**src/rtl/pattern_pkg.sv**
```systemverilog
// rtl/pattern_pkg.sv - shared states and line levels for the pattern_tx frame transmitter
package pattern_pkg;

    typedef enum logic [2:0] {
        IDLE  = 3'd0,
        START = 3'd1,
        MARK  = 3'd2,
        DATA  = 3'd3,
        GAP   = 3'd4
    } state_t;

    localparam logic LINE_IDLE = 1'b1;
    localparam logic START_BIT = 1'b0;
    localparam logic MARK_BIT  = 1'b1;

    localparam int DEFAULT_DATA_W = 4;

endpackage

```
**src/rtl/pattern_shift.sv**
```systemverilog
// rtl/pattern_shift.sv - parallel-load, shift-left register exposing its MSB
module pattern_shift #(
    parameter int W = 4
) (
    input  logic         clock,
    input  logic         reset,
    input  logic         load,
    input  logic         shift,
    input  logic [W-1:0] load_data,
    output logic         msb
);

    logic [W-1:0] shreg_q;

    always_ff @(posedge clock or negedge reset) begin
        if (!reset) begin
            shreg_q <= '0;
        end else if (load) begin
            shreg_q <= load_data;
        end else if (shift) begin
            shreg_q <= shreg_q << 1;
        end
    end

    assign msb = shreg_q[W-1];

endmodule

```
**src/rtl/pattern_tx.sv**
```systemverilog
// rtl/pattern_tx.sv - serial frame transmitter: start 0, marker 1, payload MSB-first
// Optional frame counter output enabled by PATTERN_TX_FRAME_CNT_EN.
module pattern_tx
    import pattern_pkg::*;
#(
    parameter int DATA_W   = DEFAULT_DATA_W,
    parameter int IDLE_GAP = 0
) (
    input  logic              clock,
    input  logic              reset,
    input  logic              tx_valid,
    input  logic [DATA_W-1:0] tx_data,
    output logic              tx_ready,
    output logic              x_out,
    output logic              busy,
    output logic              done
`ifdef PATTERN_TX_FRAME_CNT_EN
    ,
    output logic [15:0]       frame_cnt
`endif
);

    localparam int CNT_W = $clog2(DATA_W + 1);
    localparam int GAP_W = (IDLE_GAP > 0) ? $clog2(IDLE_GAP + 1) : 1;
    localparam logic [CNT_W-1:0] LAST_BIT = CNT_W'(DATA_W - 1);
    localparam logic [GAP_W-1:0] LAST_GAP = GAP_W'((IDLE_GAP > 0) ? IDLE_GAP - 1 : 0);

    state_t           state_q, state_d;
    logic [CNT_W-1:0] bit_cnt_q, bit_cnt_d;
    logic [GAP_W-1:0] gap_cnt_q, gap_cnt_d;
    logic             x_out_q, x_out_d;
    logic             done_q, done_d;
    logic             handshake;
    logic             shift_en;
    logic             shreg_msb;

    assign tx_ready  = (state_q == IDLE);
    assign handshake = tx_valid && tx_ready;

    always_comb begin
        state_d   = state_q;
        bit_cnt_d = bit_cnt_q;
        gap_cnt_d = gap_cnt_q;
        done_d    = 1'b0;
        case (state_q)
            IDLE:  if (handshake) state_d = START;
            START: state_d = MARK;
            MARK: begin
                state_d   = DATA;
                bit_cnt_d = '0;
            end
            DATA: begin
                if (bit_cnt_q == LAST_BIT) begin
                    done_d    = 1'b1;
                    bit_cnt_d = '0;
                    gap_cnt_d = '0;
                    state_d   = (IDLE_GAP > 0) ? GAP : IDLE;
                end else begin
                    bit_cnt_d = bit_cnt_q + CNT_W'(1);
                end
            end
            GAP: begin
                if (gap_cnt_q == LAST_GAP) begin
                    state_d = IDLE;
                end else begin
                    gap_cnt_d = gap_cnt_q + GAP_W'(1);
                end
            end
            default: state_d = IDLE;
        endcase
    end

    // The line is registered from the next state, so the shift register
    // advances on the same edge that the current MSB is latched onto x_out.
    assign shift_en = (state_d == DATA);

    always_comb begin
        x_out_d = LINE_IDLE;
        case (state_d)
            START:   x_out_d = START_BIT;
            MARK:    x_out_d = MARK_BIT;
            DATA:    x_out_d = shreg_msb;
            default: x_out_d = LINE_IDLE;
        endcase
    end

    always_ff @(posedge clock or negedge reset) begin
        if (!reset) begin
            state_q   <= IDLE;
            bit_cnt_q <= '0;
            gap_cnt_q <= '0;
            x_out_q   <= LINE_IDLE;
            done_q    <= 1'b0;
        end else begin
            state_q   <= state_d;
            bit_cnt_q <= bit_cnt_d;
            gap_cnt_q <= gap_cnt_d;
            x_out_q   <= x_out_d;
            done_q    <= done_d;
        end
    end

    pattern_shift #(
        .W(DATA_W)
    ) u_shift (
        .clock    (clock),
        .reset    (reset),
        .load     (handshake),
        .shift    (shift_en),
        .load_data(tx_data),
        .msb      (shreg_msb)
    );

    assign x_out = x_out_q;
    assign busy  = (state_q != IDLE);
    assign done  = done_q;

`ifdef PATTERN_TX_FRAME_CNT_EN
    logic [15:0] frame_cnt_q;

    always_ff @(posedge clock or negedge reset) begin
        if (!reset) begin
            frame_cnt_q <= '0;
        end else if (done_q) begin
            frame_cnt_q <= frame_cnt_q + 16'd1;
        end
    end

    assign frame_cnt = frame_cnt_q;
`endif

endmodule

```
**config.mk**
```make
export PLATFORM = sky130hd
export DESIGN_NAME = pattern_tx
export DESIGN_NICKNAME = d
export VERILOG_FILES = /design/src/rtl/pattern_pkg.sv /design/src/rtl/pattern_shift.sv /design/src/rtl/pattern_tx.sv
export SDC_FILE = /design/constraint.sdc
export NUM_CORES = 1
export LEC_CHECK = 0
export BUFFER_PORTS_ARGS = -buffer_cell sky130_fd_sc_hd__buf_2
export CAP_MARGIN = 20
export CORE_AREA = 2 2 39 41
export CTS_BUF_LIST = sky130_fd_sc_hd__clkbuf_4 sky130_fd_sc_hd__clkbuf_8
export CTS_CLUSTER_DIAMETER = 30
export CTS_CLUSTER_SIZE = 12
export DETAILED_ROUTE_END_ITERATION = 12
export DIE_AREA = 0 0 41 43
export GPL_TIMING_DRIVEN = 0
export PLACE_DENSITY = 0.65
export SYNTH_ARGS = -nofsm -noshare
export SYNTH_HDL_FRONTEND = slang
export SYNTH_SLANG_ARGS = --single-unit
```
**constraint.sdc**
```tcl
create_clock -name clock -period 4.8 [get_ports clock]
set_clock_uncertainty 0.1 [all_clocks]
set_input_delay 0.24 -clock clock [delete_from_list [all_inputs] [get_ports clock]]
set_output_delay 0.24 -clock clock [all_outputs]
set_load 0.01 [all_outputs]
```
### Word level (Yosys, flattened, before mapping)

Index checks and enable logic that the tools add are counted.

* register bits: 13
* bits in latches: 0
* memory bits (writable): 0
* memory bits (read-only): 0
* input port bits: 7
* output and inout port bits: 4
* word-level logic and storage cells: 37
* memories kept: 0

* $add $sub $neg: 2
* multipliers: 0
* div/mod/pow operators: 0
* magnitude comparators: 0
* eq/ne operators: 8
* shifts and indexed selects: 0
* muxes and demuxes: 14
* bitwise logic cells: 0
* reduce and logical (&&, ||, !) cells: 7

Operators by type and width (number)
* $pmux W3 S5: 1
* $eq A3 B2 Y1 const B: 4
* $mux W3: 4
* $mux W4: 2
* $eq A3 B1 Y1 const B: 2
* $pmux W3 S2: 1
* $reduce_bool A2 Y1: 3
* $mux W1: 4
* $pmux W1 S2: 2
* $add A3 B1 Y3 const B: 1
* $eq A3 B3 Y1 const B: 1
* $logic_not A3 Y1: 1
* $reduce_bool A3 Y1: 1
* $ne A2 B2 Y1 const B: 1
* $reduce_and A2 Y1: 1
* $add A1 B1 Y1 const B: 1
* $logic_and A1 B1 Y1: 1

### Depth between registers and ports, before layout

Gate-level depths: netlist (run 1).

* word-level depth: 7
* gate-level depth with buffers: 5
* gate-level depth less buffers: 5

### By module

A second synthesis (run 1) with hierarchy kept.

* cells, all modules: 51
* area, all modules: 545.5 µm²

By module, submodules not included
* pattern_tx: instances 1, cells an instance 36, area an instance 376.6 µm², sequential area each 201.4 µm²
* pattern_shift: instances 1, cells an instance 15, area an instance 168.9 µm², sequential area each 100.1 µm²

### Least setup slack after synthesis (run 1)

No wires, ideal clock.

* kind: register -> register
* from: register state_q[0]
* to: register u_shift.shreg_q[3]
* library setup time: 0.125 ns
* arrival: 1.518 ns
* data required time: 4.575 ns
* setup slack: 3.057 ns
* stages on the path, launching flop included: 5
* buffers on the path: 0
* period minus slack after synthesis: 1.743 ns
* cell sequence: dfrtp_1 > nor3_2 > and2_4 > mux2_4 > mux2_2

* longest elaborated chain between the ends: 6
* elaborated cells on any way between the ends: 13
* those cells by class: eq/ne (5); mux (5); reduce/logical (3)

RTL lines
* start: declaration: RTL line pattern_tx.sv:28 `state_t state_q, state_d;`
* start signal: assignment: RTL line pattern_tx.sv:95 `state_q <= state_d;`
* $logic_not A3 Y1 *: RTL line pattern_tx.sv:37 `assign tx_ready = (state_q == IDLE);`
* named net tx_ready: RTL line pattern_tx.sv:13 `output logic tx_ready,`
* $logic_and A1 B1 Y1: RTL line pattern_tx.sv:38 `assign handshake = tx_valid && tx_ready;`
* $mux W3: RTL line pattern_tx.sv:46 `IDLE: if (handshake) state_d = START;`
* $pmux W3 S5: RTL line pattern_tx.sv:45 `case (state_q)`
* $eq A3 B2 Y1: RTL line pattern_tx.sv:75 `assign shift_en = (state_d == DATA);`
* $reduce_bool A2 Y1 (no source line)
* end signal: assignment: RTL line pattern_shift.sv:19 `shreg_q <= load_data;`
* end signal: assignment: RTL line pattern_shift.sv:21 `shreg_q <= shreg_q << 1;`
* end: declaration: RTL line pattern_shift.sv:13 `logic [W-1:0] shreg_q;`

The timed path passes the listed nets; every way through them passes the cells marked *.
A chain may end at the register's enable or synchronous reset.

### Final worst setup path (run 1)

* from: register bit_cnt_q[0]
* to: register u_shift.shreg_q[3]

* longest elaborated chain between the ends: 5

RTL lines
* start: declaration: RTL line pattern_tx.sv:29 `logic [CNT_W-1:0] bit_cnt_q, bit_cnt_d;`
* start signal: assignment: RTL line pattern_tx.sv:96 `bit_cnt_q <= bit_cnt_d;`
* $eq A3 B2 Y1: RTL line pattern_tx.sv:53 `if (bit_cnt_q == LAST_BIT) begin`
* $mux W3: RTL line pattern_tx.sv:53
* $pmux W3 S5: RTL line pattern_tx.sv:45
* named net state_d[0]: RTL line pattern_tx.sv:28
* $eq A3 B2 Y1: RTL line pattern_tx.sv:75
* $reduce_bool A2 Y1 (no source line)

The timed path passes the listed nets, and every way through them passes these cells.

==> metrics, run 1 <==
final core utilization 48.1%; endpoints failing hold 0; Ys Warns 0; fin nets 71; vias in the first global route 368; Vias 379; crit path DAT 1.86 ns; most instantiated library cell after synthesis dfrtp_1; Final Wtd Congestion 0.683; Post-DRT Antenna Nets 0; Starting Density 39.7%; Leak 0.324 nW; CTS clk-pin slew, worst paths 0.08 ns; Max Cap Violations 0; initial antenna violation count 0; estimated wirelength of the detail-placed design 677 µm; CTS sink cnt 12; share of the synthesized area in the top cell type 50.1%; Critical Path Fanout Max 5; critical path endpoint category flop; Yosys reg bits 12; Placed Instances 73; RR Startpoint bit_cnt_q[0]; area grow syn2layout 21.2%; Period Utilization, post-route 37.5%; TritonCTS clock tree yes; Total Neg Setup Slack 0 ns; # H-tree levels 1; r2r setup slk 3.00 ns; final setup violation count 0; CORE AREA 1380 µm²; DRT Pass-1 Iters 2; outcome finished, final reports clean; critical path class reg -> reg; Critical Path Start Type flop; routed wire length 928 µm; synth cell count leaders dfrtp_1, nand2_1, o21ai_0, mux2_4, nand2b_1; distinct cell type count after synthesis 22; largest vdd supply drop 0.178 mV; synthesized instance count 47; Top Ports 11; syn nets 55; min Tclk post-route 1.80 ns; drt drc 0; unrepaired setup endpoints after global routing false; Avg Cell Area, Syn 11.7 µm²; Antenna Diode Count 0; layout cell share with drive strength beyond 1 37.1%; fmax 0.555 GHz; post-CTS sizing 0; hold depth 3; first-pass GRT wire length 1570 µm; Overall Power 268 µW; largest net degree at the start of global routing 13; Port Buf Inserts 10; fin cells 78; Root Buffer clkbuf_4; overall global routing resource usage 14.0%; Synth area leader dfrtp_1; hold crit path type in -> reg; Final Max Tran Viols 0; chip height 43 µm; DRT iter0 DRCs 3; worst skew pair latency 0.27 ns; worst path required time 4.86 ns; die area 1760 µm²; r2r endpoint u_shift.shreg_q[3]; synthesized cell area 549 µm²; standard-cell rows 14; Top FF cell, synth dfrtp_1; global route total overflow 0; DR vias/cell 4.86; Hold Crit Start tx_data[0]; Clock Path Buffers 2; Worst Hold End u_shift.shreg_q[0]; PwrDens 402 nW/µm²; Seq/Total Area, Yosys 54.9%; post-synthesis async set-or-reset flop share 100%; die span in x 41 µm; CTS Buf Count 3; number of flops mapped to enable cells by yosys 0; Area after DPL 619 µm²; cells on worst reg2reg path 5; largest cells by area after synthesis dfrtp_1, mux2_4, dfstp_2; wire per inst 11.9 µm; fin area 666 µm²
registers in the layout (all words and copies together), names as in the netlist:
| name | cells |
|---|---|
| u_shift.shreg_q | 4 |
| bit_cnt_q | 3 |
| state_q | 3 |
| done | 1 |
| x_out | 1 |
worst max path at each step:
stage                 start            endpoint  slack [ns]  depth (start not counted)
4_1_cts        bit_cnt_q[0]  u_shift.shreg_q[3]        2.99                          5
5_1_grt        bit_cnt_q[0]  u_shift.shreg_q[3]        2.93                          5
3_3_place_gp   bit_cnt_q[0]  u_shift.shreg_q[3]        3.01                          5
6_report       bit_cnt_q[0]  u_shift.shreg_q[3]        3.00                          5
2_1_floorplan    state_q[0]  u_shift.shreg_q[3]        3.06                          4
3_5_place_dp   bit_cnt_q[0]  u_shift.shreg_q[3]        3.01                          5
layer usage:
layer  GRT usage (%)  share of wire [%]  up-vias
met5               0                  0        -
met1            19.5                 51      176
met2            17.5                 43        9
met3            3.14                4.6        2
met4            12.0               0.97        0
li1                -                  -      192
stage by stage:
step | worst slack (ns) | hold WS [ns]
floorplan | 3.06 | -0.156
finish | 3.00 | 0.0683
global placement | 3.01 | 0.0300
global route | 2.93 | 0.0912
detailed placement | 3.01 | 0.0328
CTS | 2.99 | 0.0566
cell type report:
cell class | count | area, µm²
Clock buffer | 4 | 36.3
Inverter | 2 | 7.51
Timing Repair Buffer | 11 | 60.1
Sequential cell | 12 | 302
Fill cell | 131 | 718
Multi-Input combinational cell | 33 | 240
Tap cell | 16 | 20.0
cells in the final DEF (no fill, tap or decap), types with 2 or more instances in the layout:
master | netlist | routed
nor2_1 | 2 | 2
o21ai_0 | 4 | 4
buf_2 | 0 | 10
mux2_4 | 3 | 3
mux2_2 | 2 | 2
inv_1 | 2 | 2
nand2b_1 | 3 | 3
clkbuf_4 | 0 | 3
nand3_1 | 2 | 2
nand2_1 | 4 | 4
dfrtp_1 | 11 | 11
nor2b_1 | 2 | 2
what timing repair did:
action	in CTS	in global routing
buffers inserted	0	0
hold endpoints to repair	12	0
hold buffers	1	0
worst max-delay path, cell delays in order (launching register included):
cell      delay, ns
dfrtp_1        0.40
ha_1           0.21
nor2b_1        0.16
nand2b_1       0.17
a21oi_2        0.28
mux2_2         0.37
kinds of logic after synthesis:
| kind of cell | after synthesis | share of synthesized area, % |
|---|---|---|
| flops | 12 | 54.9 |
| buf+inv | 2 | 1.37 |
| compound gates | 9 | 10.5 |
| other cells | 1 | 0.683 |
| mux | 5 | 12.3 |
| fa+ha+maj | 1 | 2.28 |
| simple gates | 17 | 18.0 |
where the power goes:
part / switching [mW] / internal, mW / leakage, nW
Combinational: 0.0206 / 0.0328 / 0.149
Sequential: 0.0142 / 0.120 / 0.154
Clock: 0.0337 / 0.0461 / 0.0210
(Power assumes the default switching activity.)
==> inputs of run 2 (changes only) <==
- PLACE_DENSITY: 0.65 -> 0.67
- clock period: 4.8 -> 1.5 ns (I/O delays scaled with it)
==> metrics, run 2 (synthesis results as in run 1) <==
Leak 0.379 nW (was 0.324 nW); Antenna Diode Count 0 (unchanged); Post-DRT Antenna Nets 0 (unchanged); largest vdd supply drop 0.628 mV (was 0.178 mV); TritonCTS clock tree yes (unchanged); die span in x 41 µm (unchanged); unrepaired setup endpoints after global routing true (was false); critical path endpoint category flop (unchanged); vias in the first global route 434 (was 368); fmax 0.627 GHz (was 0.555 GHz); Critical Path Fanout Max 4 (was 5); cell mode on critical path mux2_4; CP Depth 4 (was 5); Max Cap Violations 0 (unchanged); die area 1760 µm² (unchanged); critical path class reg -> reg (unchanged); routed wire length 1110 µm (was 928 µm); most common cell after layout, fill and taps aside buf_2 (was dfrtp_1); Largest Register u_shift.shreg_q (unchanged); first-pass GRT wire length 1770 µm (was 1570 µm); crit path DAT 1.65 ns (was 1.86 ns); Top Ports 11 (unchanged); drt drc 0 (unchanged); CTS sink cnt 12 (unchanged); max reg flops 4 (unchanged); Clock Path Buffers 2 (unchanged); commonest non-fill, non-tap cells in the layout buf_2, buf_4, dfrtp_1 (was dfrtp_1, buf_2, nand2_1, o21ai_0); Top delay family on crit path multiplexers (was flip-flops); # H-tree levels 1 (unchanged); cells on worst reg2reg path 4 (was 5); Largest regs u_shift.shreg_q x4, bit_cnt_q x3, state_q x3 (unchanged); Crit-path slowest cell dfrtp_2 (was dfrtp_1); final setup violation count 3 (was 0); Largest stage delay, worst path 0.45 ns (was 0.40 ns); hold crit path type in -> reg (unchanged); overall global routing resource usage 15.0% (was 14.0%); CTS clk-pin slew, worst paths 0.08 ns (about the same); layout cell share with drive strength beyond 1 54.2% (was 37.1%); Total Neg Setup Slack -0.280 ns (was 0 ns); Setup WS post-layout -0.0937 ns (was 3.00 ns); standard-cell rows 14 (unchanged); global route total overflow 0 (unchanged); outcome complete, but fails checks (was finished, final reports clean); chip height 43 µm (unchanged); Placed Instances 73 (unchanged); worst hold slack 0.0611 ns (was 0.0683 ns); r2r setup slk -0.09 ns (was 3.00 ns); DR vias/cell 4.81 (was 4.86); Final Max Tran Viols 0 (unchanged); CORE AREA 1380 µm² (unchanged); fin nets 81 (was 71); CTS Buf Count 3 (unchanged); worst skew pair latency 0.27 ns (about the same); endpoints failing hold 0 (unchanged); area grow syn2layout 44.2% (was 21.2%); Root Buffer clkbuf_4 (unchanged); fin cells 88 (was 78); largest net degree at the start of global routing 13 (unchanged); Critical Path Start Type flop (unchanged); Final Wtd Congestion 0.696 (was 0.683); estimated wirelength of the detail-placed design 670 µm (was 677 µm); DRT iter0 DRCs 2 (was 3); Period Utilization, post-route 106% (was 37.5%); Starting Density 39.7% (unchanged); hold depth 3 (unchanged); Buf/Inv on CP 0 (unchanged); DRT Pass-1 Iters 2 (unchanged); Vias 423 (was 379); cells along the critical path nor3_4 -> and2_4 -> mux2_4 -> mux2_4 (was ha_1 -> nor2b_1 -> nand2b_1 -> a21oi_2 -> mux2_2); min Tclk post-route 1.59 ns (was 1.80 ns); wire per inst 12.6 µm (was 11.9 µm); initial antenna violation count 0 (unchanged); Port Buf Inserts 10 (unchanged); worst path required time 1.56 ns (was 4.86 ns); failing checks setup timing; PwrDens 1190 nW/µm² (was 402 nW/µm²); final core utilization 57.2% (was 48.1%)
## run 2: cell count changes in the layout (fill, tap and decap cells not counted), moves of 2 or more
cell     change
dfrtp_1      -3
mux2_2       -2
mux2_4       +2
dfrtp_2      +3
buf_4        +9
## run 2: area by class of cell
type | instances | area, µm²
fillers | 122 | 592
well taps | 16 | 20.0
repair buffers | 21 | 138
inverters | 2 | 7.51
clock buffers | 4 | 36.3
multi-input cells | 33 | 285
flip-flops and latches | 12 | 305
## run 2: per-layer routing
| metal | track usage (%) | part of all wire (%) |
|---|---|---|
| met2 | 22.2 | 54 |
| met1 | 18.8 | 41 |
| met4 | 10.0 | 1.1 |
| met3 | 3.14 | 3.7 |
| met5 | 0 | 0 |
## run 2: repair_timing
item / 4_1_cts / 5_1_grt
endpoints found under the setup margin: 4 / 3
pin swaps: 4 / 1
buffers inserted: 7 / 2
gates resized for setup: 9 / 1
hold buffers: 2 / 0
hold endpoints to repair: 13 / 0
## run 2: path summary, 6_finish.rpt
check | from | to
worst min-delay path | tx_data[2] | u_shift.shreg_q[2]
worst max register to register | state_q[1] | u_shift.shreg_q[3]
worst min register to register | bit_cnt_q[1] | bit_cnt_q[1]
worst max-delay path | state_q[1] | u_shift.shreg_q[3]
max in group asynchronous | reset | x_out
min in group asynchronous | reset | state_q[0]
## run 2: worst min-delay path, stage by stage
cell and delay (ns):
buf_2 0.07, mux2_4 0.12, mux2_4 0.12
## run 2: where the power goes
group | total, mW | internal (mW) | switching (mW)
clock network | 0.254 | 0.147 | 0.107
registers | 0.439 | 0.387 | 0.0518
logic | 0.247 | 0.157 | 0.0897
## run 2: per-stage QoR
stage	worst slack [ns]	total power, mW	area, µm²
floorplan	-0.171	0.562	557
global placement	-0.290	0.605	627
detailed placement	-0.325	0.615	627
CTS	-0.128	0.926	771
global route	-0.150	0.996	792
finish	-0.0937	0.939	792
==> inputs of run 3 (changes only) <==
- CTS_CLUSTER_DIAMETER: 30 -> 150
- SYNTH_HIERARCHICAL: default -> 1
==> metrics, run 3 <==
outcome finished, final reports clean (was complete, but fails checks); wire per inst 11.8 µm (was 12.6 µm); worst path required time 1.56 ns (about the same); die span in x 41 µm (unchanged); Avg Cell Area, Syn 10.7 µm² (was 11.7 µm²); critical path class reg -> reg (unchanged); overall global routing resource usage 14.9% (was 15.0%); chip height 43 µm (unchanged); DR vias/cell 4.77 (was 4.81); Ys Warns 6 (was 0); commonest non-fill, non-tap cells in the layout buf_2, dfrtp_1, nand2_1 (was buf_2, buf_4, dfrtp_1); Root Buffer clkbuf_4 (unchanged); Critical Path Fanout Max 6 (was 4); Synth area leader dfrtp_1 (unchanged); largest cells by area after synthesis dfrtp_1, mux2i_1, dfstp_2 (was dfrtp_1, mux2_4, dfstp_2); fillers 128 (was 122); routed wire length 1040 µm (was 1110 µm); largest net degree at the start of global routing 13 (unchanged); hold crit path type in -> reg (unchanged); Period Utilization, post-route 96.2% (was 106%); worst skew pair latency 0.27 ns (about the same); Vias 420 (was 423); die area 1760 µm² (unchanged); # H-tree levels 1 (unchanged); Port Buf Inserts 10 (unchanged); PwrDens 1140 nW/µm² (was 1190 nW/µm²); Post-DRT Antenna Nets 0 (unchanged); share of the synthesized area in the top cell type 50.5% (was 50.1%); layout cell share with drive strength beyond 1 34.7% (was 54.2%); Top Ports 11 (unchanged); CORE AREA 1380 µm² (unchanged); TritonCTS clock tree yes (unchanged); max reg flops 4 (unchanged); Top FF cell, synth dfrtp_1 (unchanged); area grow syn2layout 37.6% (was 44.2%); DRT iter0 DRCs 4 (was 2); fmax 0.693 GHz (was 0.627 GHz); final setup violation count 0 (was 3); Largest Register u_shift/shreg_q (was u_shift.shreg_q); endpoints failing hold 0 (unchanged); Starting Density 39.4% (was 39.7%); standard-cell rows 14 (unchanged); Largest regs u_shift/shreg_q x4, bit_cnt_q x3, state_q x3 (was u_shift.shreg_q x4, bit_cnt_q x3, state_q x3); initial antenna violation count 0 (unchanged); Leak 0.354 nW (was 0.379 nW); final core utilization 54.2% (was 57.2%); syn nets 59 (was 55); most instantiated library cell after synthesis dfrtp_1 (unchanged); Antenna Diode Count 0 (unchanged); Final Max Tran Viols 0 (unchanged); fin nets 81 (unchanged); drt drc 0 (unchanged); largest vdd supply drop 0.601 mV (was 0.628 mV); synth cell count leaders dfrtp_1, nand2_1 (was dfrtp_1, nand2_1, o21ai_0, mux2_4, nand2b_1); Clock Path Buffers 2 (unchanged); vias in the first global route 429 (was 434); Overall Power 857 µW (was 939 µW); Max Cap Violations 0 (unchanged); unrepaired setup endpoints after global routing true (unchanged); first-pass GRT wire length 1750 µm (was 1770 µm); critical path endpoint category flop (unchanged); Seq/Total Area, Yosys 55.3% (was 54.9%); synthesized cell area 546 µm² (was 549 µm²); global route total overflow 0 (unchanged); min Tclk post-route 1.44 ns (was 1.59 ns); CTS sink cnt 12 (unchanged); estimated wirelength of the detail-placed design 644 µm (was 670 µm); crit path DAT 1.51 ns (was 1.65 ns); synthesized instance count 51 (was 47); number of flops mapped to enable cells by yosys 0 (unchanged); CTS clk-pin slew, worst paths 0.08 ns (about the same); Final Wtd Congestion 0.710 (was 0.696); distinct cell type count after synthesis 24 (was 22); CTS Buf Count 3 (unchanged); post-synthesis async set-or-reset flop share 100% (unchanged); Critical Path Start Type flop (unchanged); DRT Pass-1 Iters 4 (was 2); Yosys reg bits 12 (unchanged)
-- run 3: cell types whose count changed in the layout (fill, tap and decap cells not counted), moves of 3 or more --
cell,previous run,this run
buf_4,9,2
mux2_4,5,0
dfrtp_1,8,11
dfrtp_2,3,0
dlygate4sd3_1,2,5
mux2i_1,0,3
o21ai_0,4,1
o21ai_1,0,3
-- run 3: report_power, final --
| part | leakage (nW) | internal, mW | switching [mW] | total (mW) |
|---|---|---|---|---|
| Clock | 0.0210 | 0.148 | 0.112 | 0.260 |
| Sequential | 0.153 | 0.378 | 0.0343 | 0.413 |
| Combinational | 0.180 | 0.0993 | 0.0851 | 0.184 |
| Total | 0.354 | 0.625 | 0.232 | 0.857 |
-- run 3: cell type report --
| type | instances | area (µm²) | area share [%] |
|---|---|---|---|
| Inverter | 1 | 3.75 | 0.500 |
| Tap cell | 16 | 20.0 | 2.67 |
| Timing Repair Buffer | 17 | 115 | 15.3 |
| Sequential cell | 12 | 302 | 40.2 |
| Multi-Input combinational cell | 37 | 269 | 35.8 |
| Clock buffer | 4 | 36.3 | 4.83 |
| Buffer | 1 | 5.00 | 0.667 |
-- run 3: path summary, 6_finish.rpt --
| kind | startpoint | end | slack [ns] | cells after the start |
|---|---|---|---|---|
| min reg2reg | u_shift/shreg_q[0] | u_shift/shreg_q[0] | 0.41 | 1 |
| min | tx_valid | state_q[0] | 0.04 | 3 |
| max reg2reg | bit_cnt_q[0] | u_shift/shreg_q[1] | 0.06 | 5 |
| max | bit_cnt_q[0] | u_shift/shreg_q[1] | 0.06 | 5 |
| max in group asynchronous | reset | x_out | 0.91 | 2 |
| min in group asynchronous | reset | state_q[0] | 0.11 | 2 |
-- run 3: worst max-delay path, stage by stage, from the launching register on --
cell	delay, ns
dfrtp_1	0.40
ha_2	0.19
nor2b_4	0.15
a21oi_4	0.19
mux2i_1	0.23
o21ai_1	0.07
-- run 3: cells by family (layout without fill, tap and decap cells) --
| kind of cell | Yosys count | count (layout) | share of synthesized area [%] |
|---|---|---|---|
| and+or+nand+nor | 18 | 18 | 18.6 |
| adders and majority gates | 1 | 1 | 2.29 |
| other | 1 | 1 | 0.687 |
| DFF | 12 | 12 | 55.3 |
| buffers and inverters | 2 | 23 | 1.60 |
| muxes | 3 | 3 | 5.50 |
| AOI/OAI and AO/OA | 14 | 14 | 16.1 |
-- run 3: metal layers --
| metal | vias to the layer above | share of wire [%] | GRT usage [%] |
|---|---|---|---|
| met1 | 193 | 45 | 18.9 |
| met4 | 0 | 1.3 | 10.0 |
| met5 | - | 0 | 0 |
| met2 | 9 | 50 | 21.6 |
| met3 | 2 | 3.1 | 3.14 |
| li1 | 216 | - | - |
-- run 3: through the flow --
step	cell area [µm²]	hold slack (ns)	instances	worst slack [ns]	setup TNS [ns]
floorplan	556	-0.321	51	0.00526	0
global placement	626	-0.134	77	-0.141	-0.482
detailed placement	626	-0.133	77	-0.123	-0.399
CTS	734	0.0319	87	0.0189	0
global route	751	0.0473	88	-0.0306	-0.0341
finish	751	0.0405	88	0.0569	0
-- run 3: timing repair --
item                                    CTS  global route
gates resized for setup                   3             3
buffers inserted                          1             1
endpoints found under the hold margin    16             0
endpoints found under the setup margin    4             4
hold buffers                              5             0
pin swaps                                 1             1
